[src/rtl/memory_1r1w_driver_pkg.sv]
// Shared types and default parameters for the 1r1w memory request driver.
package memory_1r1w_driver_pkg;

  typedef enum logic {
    PZTB_MEM_READ  = 1'b0,
    PZTB_MEM_WRITE = 1'b1
  } pztb_mem_cmd;

  localparam int unsigned DEF_DATAW        = 32;
  localparam int unsigned DEF_WORDW        = 1024;
  localparam int unsigned DEF_READ_LATENCY = 1;
  localparam int unsigned DEF_RSP_DEPTH    = 4;

endpackage

[src/rtl/memory_1r1w_driver_if.sv]
// Request/response streams plus the 1r1w memory pins; master = driver side, slave = environment side.
interface memory_1r1w_driver_if #(
  parameter int DATAW = 32,
  parameter int ADDRW = 10
) ();
  import memory_1r1w_driver_pkg::*;

  logic              req_valid;
  logic              req_ready;
  pztb_mem_cmd       req_command;
  logic [ADDRW-1:0]  req_address;
  logic [DATAW-1:0]  req_data;
  logic [DATAW-1:0]  req_mask;

  logic              rsp_valid;
  logic              rsp_ready;
  logic [DATAW-1:0]  rsp_data;

  logic [ADDRW-1:0]  adra;
  logic [DATAW-1:0]  da;
  logic [DATAW-1:0]  wema;
  logic              wea;
  logic              mea;
  logic [ADDRW-1:0]  adrb;
  logic              meb;
  logic [DATAW-1:0]  qb;

  logic              idle;

  modport master (
    input  req_valid, req_command, req_address, req_data, req_mask, rsp_ready, qb,
    output req_ready, rsp_valid, rsp_data, adra, da, wema, wea, mea, adrb, meb, idle
  );

  modport slave (
    output req_valid, req_command, req_address, req_data, req_mask, rsp_ready, qb,
    input  req_ready, rsp_valid, rsp_data, adra, da, wema, wea, mea, adrb, meb, idle
  );

endinterface

[src/rtl/memory_1r1w_driver_fifo.sv]
// Synchronous FIFO holding returned read data; head is combinational from storage, 1-cycle push-to-empty-deassert.
module memory_1r1w_driver_fifo #(
  parameter int DATAW = 32,
  parameter int DEPTH = 4
) (
  input  logic             clk,
  input  logic             rst,
  input  logic             push,
  input  logic [DATAW-1:0] din,
  input  logic             pop,
  output logic             empty,
  output logic             full,
  output logic [DATAW-1:0] head
);
  localparam int PTRW = (DEPTH > 1) ? $clog2(DEPTH) : 1;
  localparam int CNTW = $clog2(DEPTH + 1);

  logic [DATAW-1:0] mem_q [DEPTH];
  logic [DATAW-1:0] mem_d [DEPTH];
  logic [PTRW-1:0]  wr_ptr_q, wr_ptr_d, rd_ptr_q, rd_ptr_d;
  logic [CNTW-1:0]  count_q, count_d;
  logic             do_push, do_pop;

  assign empty = (count_q == '0);
  assign full  = (count_q == CNTW'(DEPTH));
  assign head  = mem_q[rd_ptr_q];

  always_comb begin
    do_pop   = pop && !empty;
    do_push  = push && (!full || do_pop);
    mem_d    = mem_q;
    wr_ptr_d = wr_ptr_q;
    rd_ptr_d = rd_ptr_q;
    count_d  = count_q;
    if (do_push) begin
      mem_d[wr_ptr_q] = din;
      wr_ptr_d = (wr_ptr_q == PTRW'(DEPTH - 1)) ? '0 : wr_ptr_q + PTRW'(1);
    end
    if (do_pop) begin
      rd_ptr_d = (rd_ptr_q == PTRW'(DEPTH - 1)) ? '0 : rd_ptr_q + PTRW'(1);
    end
    if (do_push && !do_pop) begin
      count_d = count_q + CNTW'(1);
    end else if (do_pop && !do_push) begin
      count_d = count_q - CNTW'(1);
    end
  end

  always_ff @(posedge clk) begin
    if (rst) begin
      for (int i = 0; i < DEPTH; i++) mem_q[i] <= '0;
      wr_ptr_q <= '0;
      rd_ptr_q <= '0;
      count_q  <= '0;
    end else begin
      mem_q    <= mem_d;
      wr_ptr_q <= wr_ptr_d;
      rd_ptr_q <= rd_ptr_d;
      count_q  <= count_d;
    end
  end

endmodule

[src/rtl/memory_1r1w_driver.sv]
// Turns a read/posted-write request stream into registered 1r1w memory cycles and returns read data in order.
// Request-to-memory is 1 cycle; rsp_valid follows a read accept by 2+READ_LATENCY cycles; credits throttle reads.
module memory_1r1w_driver
  import memory_1r1w_driver_pkg::*;
#(
  parameter int DATAW        = DEF_DATAW,
  parameter int WORDW        = DEF_WORDW,
  parameter int READ_LATENCY = DEF_READ_LATENCY,
  parameter int RSP_DEPTH    = DEF_RSP_DEPTH
) (
  input logic                  clk,
  input logic                  rst,
  memory_1r1w_driver_if.master bus
);
  localparam int ADDRW = $clog2(WORDW);
  localparam int CRDW  = $clog2(RSP_DEPTH + 1);

  typedef logic [DATAW-1:0] data_t;
  typedef logic [ADDRW-1:0] addr_t;
  typedef logic [CRDW-1:0]  crd_t;

  localparam crd_t CRD_MAX = crd_t'(RSP_DEPTH);

  addr_t                   adra_q, adra_d, adrb_q, adrb_d;
  data_t                   da_q, da_d, wema_q, wema_d;
  logic                    wr_q, wr_d, meb_q, meb_d;
  logic [READ_LATENCY-1:0] rd_pipe_q, rd_pipe_d;
  crd_t                    credits_q, credits_d;

  logic  req_ready_int, req_fire, rd_fire, wr_fire;
  logic  rsp_vld_int, rsp_fire;
  logic  fifo_push, fifo_empty, fifo_full;
  data_t fifo_head;

  always_comb begin
    req_ready_int = !rst && (credits_q != '0);
    req_fire      = bus.req_valid && req_ready_int;
    rd_fire       = req_fire && (bus.req_command == PZTB_MEM_READ);
    wr_fire       = req_fire && (bus.req_command == PZTB_MEM_WRITE);
    rsp_vld_int   = !rst && !fifo_empty;
    rsp_fire      = rsp_vld_int && bus.rsp_ready;

    wr_d   = wr_fire;
    meb_d  = rd_fire;
    adra_d = adra_q;
    da_d   = da_q;
    wema_d = wema_q;
    adrb_d = adrb_q;
    if (wr_fire) begin
      adra_d = bus.req_address;
      da_d   = bus.req_data;
      wema_d = bus.req_mask;
    end
    if (rd_fire) begin
      adrb_d = bus.req_address;
    end

    // Tracks which memory cycles will present valid qb, READ_LATENCY cycles after meb.
    rd_pipe_d[0] = meb_q;
    for (int i = 1; i < READ_LATENCY; i++) rd_pipe_d[i] = rd_pipe_q[i-1];

    credits_d = credits_q;
    if (rd_fire && !rsp_fire) begin
      credits_d = credits_q - crd_t'(1);
    end else if (rsp_fire && !rd_fire) begin
      credits_d = credits_q + crd_t'(1);
    end
  end

  always_ff @(posedge clk) begin
    if (rst) begin
      wr_q      <= 1'b0;
      meb_q     <= 1'b0;
      adra_q    <= '0;
      da_q      <= '0;
      wema_q    <= '0;
      adrb_q    <= '0;
      rd_pipe_q <= '0;
      credits_q <= CRD_MAX;
    end else begin
      wr_q      <= wr_d;
      meb_q     <= meb_d;
      adra_q    <= adra_d;
      da_q      <= da_d;
      wema_q    <= wema_d;
      adrb_q    <= adrb_d;
      rd_pipe_q <= rd_pipe_d;
      credits_q <= credits_d;
    end
  end

  // Every entry was pre-paid by a credit, so the push never meets a full FIFO.
  assign fifo_push = rd_pipe_q[READ_LATENCY-1];

  memory_1r1w_driver_fifo #(
    .DATAW (DATAW),
    .DEPTH (RSP_DEPTH)
  ) u_fifo (
    .clk   (clk),
    .rst   (rst),
    .push  (fifo_push),
    .din   (bus.qb),
    .pop   (rsp_fire),
    .empty (fifo_empty),
    .full  (fifo_full),
    .head  (fifo_head)
  );

  a_no_overflow : assert property (@(posedge clk) disable iff (rst)
    !(fifo_push && fifo_full && !rsp_fire));

  assign bus.req_ready = req_ready_int;
  assign bus.rsp_valid = rsp_vld_int;
  assign bus.rsp_data  = rsp_vld_int ? fifo_head : '0;
  assign bus.idle      = !rst && (credits_q == CRD_MAX);
  assign bus.adra      = adra_q;
  assign bus.da        = da_q;
  assign bus.wema      = wema_q;
  assign bus.wea       = wr_q;
  assign bus.mea       = wr_q;
  assign bus.adrb      = adrb_q;
  assign bus.meb       = meb_q;

endmodule

[src/flat_wrapper.sv]
// flat-port wrapper written by rule: the top's interface ports become plain ports
module memory_1r1w_driver_flat import memory_1r1w_driver_pkg::*;
#(
  parameter int DATAW        = DEF_DATAW,
  parameter int WORDW        = DEF_WORDW,
  parameter int READ_LATENCY = DEF_READ_LATENCY,
  parameter int RSP_DEPTH    = DEF_RSP_DEPTH
)
  (clk, rst, bus_req_valid, bus_req_command, bus_req_address, bus_req_data, bus_req_mask, bus_rsp_ready, bus_qb, bus_req_ready, bus_rsp_valid, bus_rsp_data, bus_adra, bus_da, bus_wema, bus_wea, bus_mea, bus_adrb, bus_meb, bus_idle);
  memory_1r1w_driver_if #(.DATAW(DATAW), .ADDRW((10))) bus_i ();
  input logic clk;
  input logic rst;
  input wire logic [$bits(bus_i.req_valid)-1:0] bus_req_valid;
  input wire logic [$bits(bus_i.req_command)-1:0] bus_req_command;
  input wire logic [$bits(bus_i.req_address)-1:0] bus_req_address;
  input wire logic [$bits(bus_i.req_data)-1:0] bus_req_data;
  input wire logic [$bits(bus_i.req_mask)-1:0] bus_req_mask;
  input wire logic [$bits(bus_i.rsp_ready)-1:0] bus_rsp_ready;
  input wire logic [$bits(bus_i.qb)-1:0] bus_qb;
  output wire logic [$bits(bus_i.req_ready)-1:0] bus_req_ready;
  output wire logic [$bits(bus_i.rsp_valid)-1:0] bus_rsp_valid;
  output wire logic [$bits(bus_i.rsp_data)-1:0] bus_rsp_data;
  output wire logic [$bits(bus_i.adra)-1:0] bus_adra;
  output wire logic [$bits(bus_i.da)-1:0] bus_da;
  output wire logic [$bits(bus_i.wema)-1:0] bus_wema;
  output wire logic [$bits(bus_i.wea)-1:0] bus_wea;
  output wire logic [$bits(bus_i.mea)-1:0] bus_mea;
  output wire logic [$bits(bus_i.adrb)-1:0] bus_adrb;
  output wire logic [$bits(bus_i.meb)-1:0] bus_meb;
  output wire logic [$bits(bus_i.idle)-1:0] bus_idle;
  assign bus_i.req_valid = bus_req_valid;
  assign bus_i.req_command = bus_req_command;
  assign bus_i.req_address = bus_req_address;
  assign bus_i.req_data = bus_req_data;
  assign bus_i.req_mask = bus_req_mask;
  assign bus_i.rsp_ready = bus_rsp_ready;
  assign bus_i.qb = bus_qb;
  assign bus_req_ready = bus_i.req_ready;
  assign bus_rsp_valid = bus_i.rsp_valid;
  assign bus_rsp_data = bus_i.rsp_data;
  assign bus_adra = bus_i.adra;
  assign bus_da = bus_i.da;
  assign bus_wema = bus_i.wema;
  assign bus_wea = bus_i.wea;
  assign bus_mea = bus_i.mea;
  assign bus_adrb = bus_i.adrb;
  assign bus_meb = bus_i.meb;
  assign bus_idle = bus_i.idle;
  memory_1r1w_driver #(.DATAW(DATAW), .WORDW(WORDW), .READ_LATENCY(READ_LATENCY), .RSP_DEPTH(RSP_DEPTH)) u_core (.clk(clk), .rst(rst), .bus(bus_i));
endmodule
[config.mk]
export PLATFORM = sky130hd
export DESIGN_NAME = memory_1r1w_driver_flat
export DESIGN_NICKNAME = d
export VERILOG_FILES = /design/src/rtl/memory_1r1w_driver_pkg.sv /design/src/rtl/memory_1r1w_driver_if.sv /design/src/rtl/memory_1r1w_driver_fifo.sv /design/src/rtl/memory_1r1w_driver.sv /design/src/flat_wrapper.sv
export SDC_FILE = /design/constraint.sdc
export NUM_CORES = 1
export LEC_CHECK = 0
export BUFFER_PORTS_ARGS = -buffer_cell sky130_fd_sc_hd__buf_2
export CAP_MARGIN = 20
export CELL_PAD_IN_SITES_DETAIL_PLACEMENT = 0
export CELL_PAD_IN_SITES_GLOBAL_PLACEMENT = 1
export CORE_MARGIN = 3
export CORE_UTILIZATION = 41
export CTS_BUF_LIST = sky130_fd_sc_hd__clkbuf_16
export DETAILED_ROUTE_END_ITERATION = 10
export PLACE_DENSITY_LB_ADDON = 0.15
export SLEW_MARGIN = 20
export SYNTH_ARGS = -nofsm -noshare
export SYNTH_HDL_FRONTEND = slang
export SYNTH_SLANG_ARGS = --single-unit
[constraint.sdc]
create_clock -name clk -period 4.8 [get_ports clk]
set_clock_uncertainty 0.15 [all_clocks]
set_input_delay 0.48 -clock clk [delete_from_list [all_inputs] [get_ports clk]]
set_output_delay 0.48 -clock clk [all_outputs]
set_load 0.01 [all_outputs]
* Word-level counts from Yosys, hierarchy flattened
Index checks and enable logic that the tools add are counted.
** Word-level totals
- Flip-flop bits (word level) :: 225
- Latch bits :: 0
- Word-level logic and storage cells :: 70
- Output and inout port bits :: 122
- Memory bits (read-only) :: 0
- RAM bits :: 0
- Memories kept :: 0
** Operators by class
- Add/subtract/negate cells :: 6
- Equal/unequal tests :: 4
- Multipliers :: 0
- Divide/modulo/power cells :: 0
- Mux-type cells :: 13
- Reduce and logical (&&, ||, !) cells :: 26
- Shift-type cells :: 0
- Order comparisons :: 3
- Bitwise operators :: 3
** Operators with widths (number)
- $bwmux W128 :: 1
- $mux W32 :: 4
- $bmux W32 S2 :: 1
- $demux W32 S2 :: 1
- $logic_and A1 B1 Y1 :: 14
- $mux W3 :: 4
- $logic_not A1 Y1 :: 7
- $add A3 B1 Y3 const B :: 2
- $eq A3 B3 Y1 const B :: 2
- $ge A3 B3 Y1 const B :: 2
- $not A2 Y3 :: 2
- $sub A3 B1 Y3 const B :: 2
- $add A2 B1 Y2 const B :: 2
- $eq A2 B2 Y1 const B :: 2
- $mux W2 :: 2
- $reduce_bool A2 Y1 :: 2
- $logic_not A3 Y1 :: 1
- $lt A3 B1 Y1 const B :: 1
- $reduce_bool A3 Y1 :: 1
- $logic_or A1 B1 Y1 :: 1
- $not A1 Y1 :: 1

* Longest topological paths before layout
- Depth after elaboration :: 11
- Mapped depth :: 11
- Mapped depth without buffers :: 10

* Hierarchy
Synthesis repeated with hierarchy kept, for this count alone.
** Unflattened totals
- Cell total of the unflattened synthesis :: 988
- Area total of the unflattened synthesis :: 10105.9 um^2
** By module, submodules not included
- memory_1r1w_driver_fifo :: seq. area each 2702.6 um^2, cells an instance 535, area each 6262.3 um^2, times used 1
- memory_1r1w_driver :: seq. area each 1801.7 um^2, cells an instance 453, area each 3843.7 um^2, times used 1

* Worst setup path after synthesis
No wires, ideal clock.
- Path type :: register to register
- Start point :: register u_core.u_fifo.count_q[0]
- End point :: register u_core.u_fifo.count_q[2]
- Buffers on the path :: 1
- Data required time :: 4.579 ns
- Clock period less this slack :: 2.496 ns
- Path slack :: 2.304 ns
- Setup time :: 0.071 ns
- Stages on the path, launching flop included :: 12
- Arrival :: 2.276 ns
- Cell sequence :: dfxtp_1 > nor3_1 > or2_2 > inv_1 > clkbuf_1 > nand2_1 > ha_1 > inv_1 > fa_1 > xor2_1 > or3_1 > a21oi_1
** Between the ends
- Word-level cells in the longest chain between the ends :: 10
- Elaborated cells on any way between the ends :: 18
** Ends and longest elaborated chain
- start: declaration :: line memory_1r1w_driver_fifo.sv:21 : logic [CNTW-1:0] count_q, count_d;
- start signal: assignment :: line memory_1r1w_driver_fifo.sv:59 : count_q <= count_d;
- $logic_not A3 Y1 * :: line memory_1r1w_driver_fifo.sv:24 : assign empty = (count_q == '0);
- $logic_not A1 Y1 * :: line memory_1r1w_driver.sv:40 : rsp_vld_int = !rst && !fifo_empty;
- $logic_and A1 B1 Y1 * :: line memory_1r1w_driver.sv:40
- via bus_rsp_valid :: line flat_wrapper.sv:21 : output wire logic [$bits(bus_i.rsp_valid)-1:0] bus_rsp_valid;
- $logic_and A1 B1 Y1 * :: line memory_1r1w_driver.sv:41 : rsp_fire = rsp_vld_int && bus.rsp_ready;
- $logic_and A1 B1 Y1 * :: line memory_1r1w_driver_fifo.sv:29 : do_pop = pop && !empty;
- $logic_or A1 B1 Y1 :: line memory_1r1w_driver_fifo.sv:30 : do_push = push && (!full || do_pop);
- $logic_and A1 B1 Y1 :: line memory_1r1w_driver_fifo.sv:30
- $logic_not A1 Y1 :: line memory_1r1w_driver_fifo.sv:44 : end else if (do_pop && !do_push) begin
- $logic_and A1 B1 Y1 :: line memory_1r1w_driver_fifo.sv:44
- $reduce_bool A2 Y1 (no source line)
The timed path passes the listed nets; every way through them passes the cells marked *. The select of a mux whose other input is x is not followed.
A chain may end at the register's enable or synchronous reset.

* Worst setup path after layout
- Start point :: register u_core.u_fifo.rd_ptr_q[1]
- End point :: output bus_rsp_data[1]
** Between the ends
- Word-level cells in the longest chain between the ends :: 5
** Ends and longest elaborated chain
- start: declaration :: line memory_1r1w_driver_fifo.sv:20 : logic [PTRW-1:0] wr_ptr_q, wr_ptr_d, rd_ptr_q, rd_ptr_d;
- start signal: assignment :: line memory_1r1w_driver_fifo.sv:58 : rd_ptr_q <= rd_ptr_d;
- $not A2 Y3 (implied by the code) :: line memory_1r1w_driver_fifo.sv:26 : assign head = mem_q[rd_ptr_q];
- $bmux W32 S2 :: line memory_1r1w_driver_fifo.sv:26
- $mux W32 (implied by the code) (2 in a row) :: line memory_1r1w_driver_fifo.sv:26
- $mux W32 :: line memory_1r1w_driver.sv:114 : assign bus.rsp_data = rsp_vld_int ? fifo_head : '0;
- end: declaration :: line flat_wrapper.sv:22 : output wire logic [$bits(bus_i.rsp_data)-1:0] bus_rsp_data;
No other way between the ends. The select of a mux whose other input is x is not followed.

==> metrics.txt <==
Root Driver clkbuf_16; Final setup viols 0; final hold slack 54.2 ps; sequential power share 49.3%; FF+latch count, synth 225; leading cell type in the layout, fill and taps excluded buf_2; TNS Setup 0 ps; DP HPWL 15.2 mm; Final #Nets 1204; DR DRC count 0; slowest stage delay, CP 780 ps; Post-Syn Area 9890 µm²; remaining antenna violation count 0; RSZ-0062 raised after global routing false; std cell rows 56; initial DRC count 240; Die Y 161 µm; Sw Pwr 0.000955 W; Fin. Hold Viols 0; postcts setup bufs 0; post-route minimum period 3230 ps; # IOs 233; Tcrit/Tclk final 67.3%; Max H-tree Level 1; initial antenna violation count 3; Hold WC Path Type input port to flip-flop; Critical Path RT 4170 ps; Worst-Margin Slew 927 ps; CP Cell Sequence buf_4 -> mux4_2 -> and2_1 -> buf_2; Crit. End Element output pin; Pre-Repair DR Iteration Count 4; Num CTS Buffers 25; CP max-delay cell dfxtp_2; Power Dens Cells 338 nW/µm²; status finished, final reports clean; Core Box Area 23600 µm²; Final GP Congestion 0.689; CTS sink count 225; Setup CP Type flip-flop to output pin; Leak Pwr 5.65 nW; Initial Util 41.9%; YS warnings 0; final WL 22.9 mm; vias in the first global route 7033; Max Root-Sink Buffers 3; first-pass GRT wire length 37.2 mm; Max Slew Vio Count 0; part of the power in combinational logic 9.9%; maximum VDD drop 0.221 mV; startpoint types flip-flop; Area growth, synth to finish 19.7%; wire length per cell 16.2 µm; GRT Overall Usage 17.5%; Power Internal 0.00305 W; layout cell share with drive strength beyond 1 36.2%; antenna cell count 0; largest net degree at the start of global routing 85; Synth Instances 877; Die X 161 µm; vias per inst 4.76; most frequent cells in the layout 231 x buf_2, 223 x dfxtp_1, 162 x nand2_1; Syn Nets 997; clock latency on the worst-skew pair 490 ps; total number of vias 6740; Resize count post-CTS 0; grt ovf 0; # port buffers 232; CTS clk-pin slew, worst paths 60 ps; clock network power share 40.8%; Seq/Total Area, Yosys 45.6%; Slew headroom 38.1%; switching share of power 23.9%; number of fill cells 2217; Worst EP arrival 2600 ps; max cap viols 0; Synth cell types 37; fmax 310 MHz; CTS hold repair buffers 0; CP max FO 21; mean post-synth cell area 11.3 µm²; die area 26000 µm²; CTS tree yes
## worst paths after layout
check	start	slack, ps	cells after the start	to
worst max register to register	u_core.u_fifo.count_q[0]	2170	10	u_core.credits_q[2]
worst min register to register	u_core.u_fifo.mem_q[54]	300	2	u_core.u_fifo.mem_q[54]
worst min-delay path	bus_req_data[25]	50	2	u_core.bus.da[25]
worst max-delay path	u_core.u_fifo.rd_ptr_q[1]	1570	4	bus_rsp_data[1]
## synthesized netlist by cell type
library cell | number | area, µm²
mux2_2 | 42 | 473
or2_2 | 1 | 6.26
o2111ai_1 | 1 | 8.76
nor2_1 | 5 | 18.8
nor2b_1 | 87 | 544
buf_12 | 2 | 40.0
and2_1 | 35 | 219
o31ai_1 | 3 | 22.5
buf_6 | 16 | 180
xor2_1 | 4 | 35.0
nand2_1 | 162 | 608
o21ai_4 | 1 | 16.3
o21ai_0 | 2 | 10.0
or3b_1 | 1 | 8.76
and3b_1 | 2 | 17.5
dfxtp_1 | 225 | 4500
ha_1 | 7 | 87.6
buf_4 | 1 | 7.51
fa_1 | 2 | 40.0
o21ai_2 | 1 | 8.76
clkbuf_1 | 32 | 120
nor4b_1 | 1 | 8.76
o211ai_1 | 3 | 22.5
a21oi_1 | 2 | 10.0
or3_4 | 1 | 11.3
or3_1 | 2 | 12.5
mux2_4 | 42 | 631
nand3_1 | 1 | 5.00
and3_4 | 1 | 11.3
o21a_1 | 3 | 22.5
mux2i_1 | 129 | 1290
o211ai_4 | 2 | 42.5
nor3_1 | 2 | 10.0
mux4_2 | 32 | 721
inv_1 | 10 | 37.5
o41ai_1 | 1 | 8.76
buf_2 | 13 | 65.1
## sequential cells by signal, summed over array words and instances (netlist names)
register                cells
u_core.u_fifo.rd_ptr_q      2
u_core.fifo_push            1
u_core.u_fifo.wr_ptr_q      2
u_core.credits_q            3
u_core.bus.mea              1
u_core.u_fifo.mem_q       128
u_core.bus.wema            32
u_core.bus.meb              1
u_core.bus.adrb            10
u_core.bus.da              32
u_core.bus.adra            10
u_core.u_fifo.count_q       3
## cell families (layout without fill, tap and decap cells)
logic type / count (synthesis) / count (layout) / share of synthesized area, %
compound gates: 19 / 19 / 1.75
xor+xnor: 4 / 4 / 0.354
fa+ha+maj: 9 / 9 / 1.29
buf+inv: 74 / 295 / 4.56
flops: 225 / 225 / 45.6
mux: 245 / 245 / 31.5
simple gates: 301 / 301 / 15.0
## worst max-delay path: cells and delay by family (launching register included)
kind,cells,cell delay [ps]
buffers and inverters,2,560
DFF,1,780
and+or+nand+nor,1,190
muxes,1,570
## layer usage
layer | routed length, µm | up-vias | track usage, %
met1 | 9730 | 3144 | 21.5
met2 | 10700 | 187 | 29.5
met3 | 2130 | 32 | 7.18
met4 | 374 | 6 | 3.01
li1 | - | 3371 | -
met5 | 31 | - | 0
## per-stage QoR
stage / power, W / cells / instance area, µm² / util, % / worst slack [ps]
4_1_cts: 0.00408 / 1417 / 11800 / 50.1 / 1460
2_1_floorplan: 0.00226 / 877 / 9890 / - / 2300
3_5_place_dp: 0.00242 / 1376 / 11100 / 47.2 / 1660
6_report: 0.00400 / 1417 / 11800 / 50.1 / 1570
3_3_place_gp: 0.00242 / 1376 / 11100 / 47.2 / 1690
5_1_grt: 0.00419 / 1417 / 11800 / 50.1 / 1380
## power by group through the flow
stage / clock, W / sequential [W] / combinational, W
2_1_floorplan: 0 / 0.00201 / 0.000253
3_3_place_gp: 0 / 0.00201 / 0.000403
3_5_place_dp: 0 / 0.00201 / 0.000407
4_1_cts: 0.00170 / 0.00198 / 0.000407
5_1_grt: 0.00177 / 0.00198 / 0.000442
6_report: 0.00163 / 0.00197 / 0.000398
## cell type report
type | instances | area [µm²] | area share [%]
sequential | 225 | 4510 | 38.1
clock inverter | 16 | 62.6 | 0.529
clock buffer | 25 | 626 | 5.29
inverter | 10 | 40.0 | 0.338
timing repair buffer | 244 | 1270 | 10.7
tap | 319 | 399 | 3.37
multi-input combinational | 578 | 4930 | 41.7
Note: power is estimated with default switching activity, not from simulation.
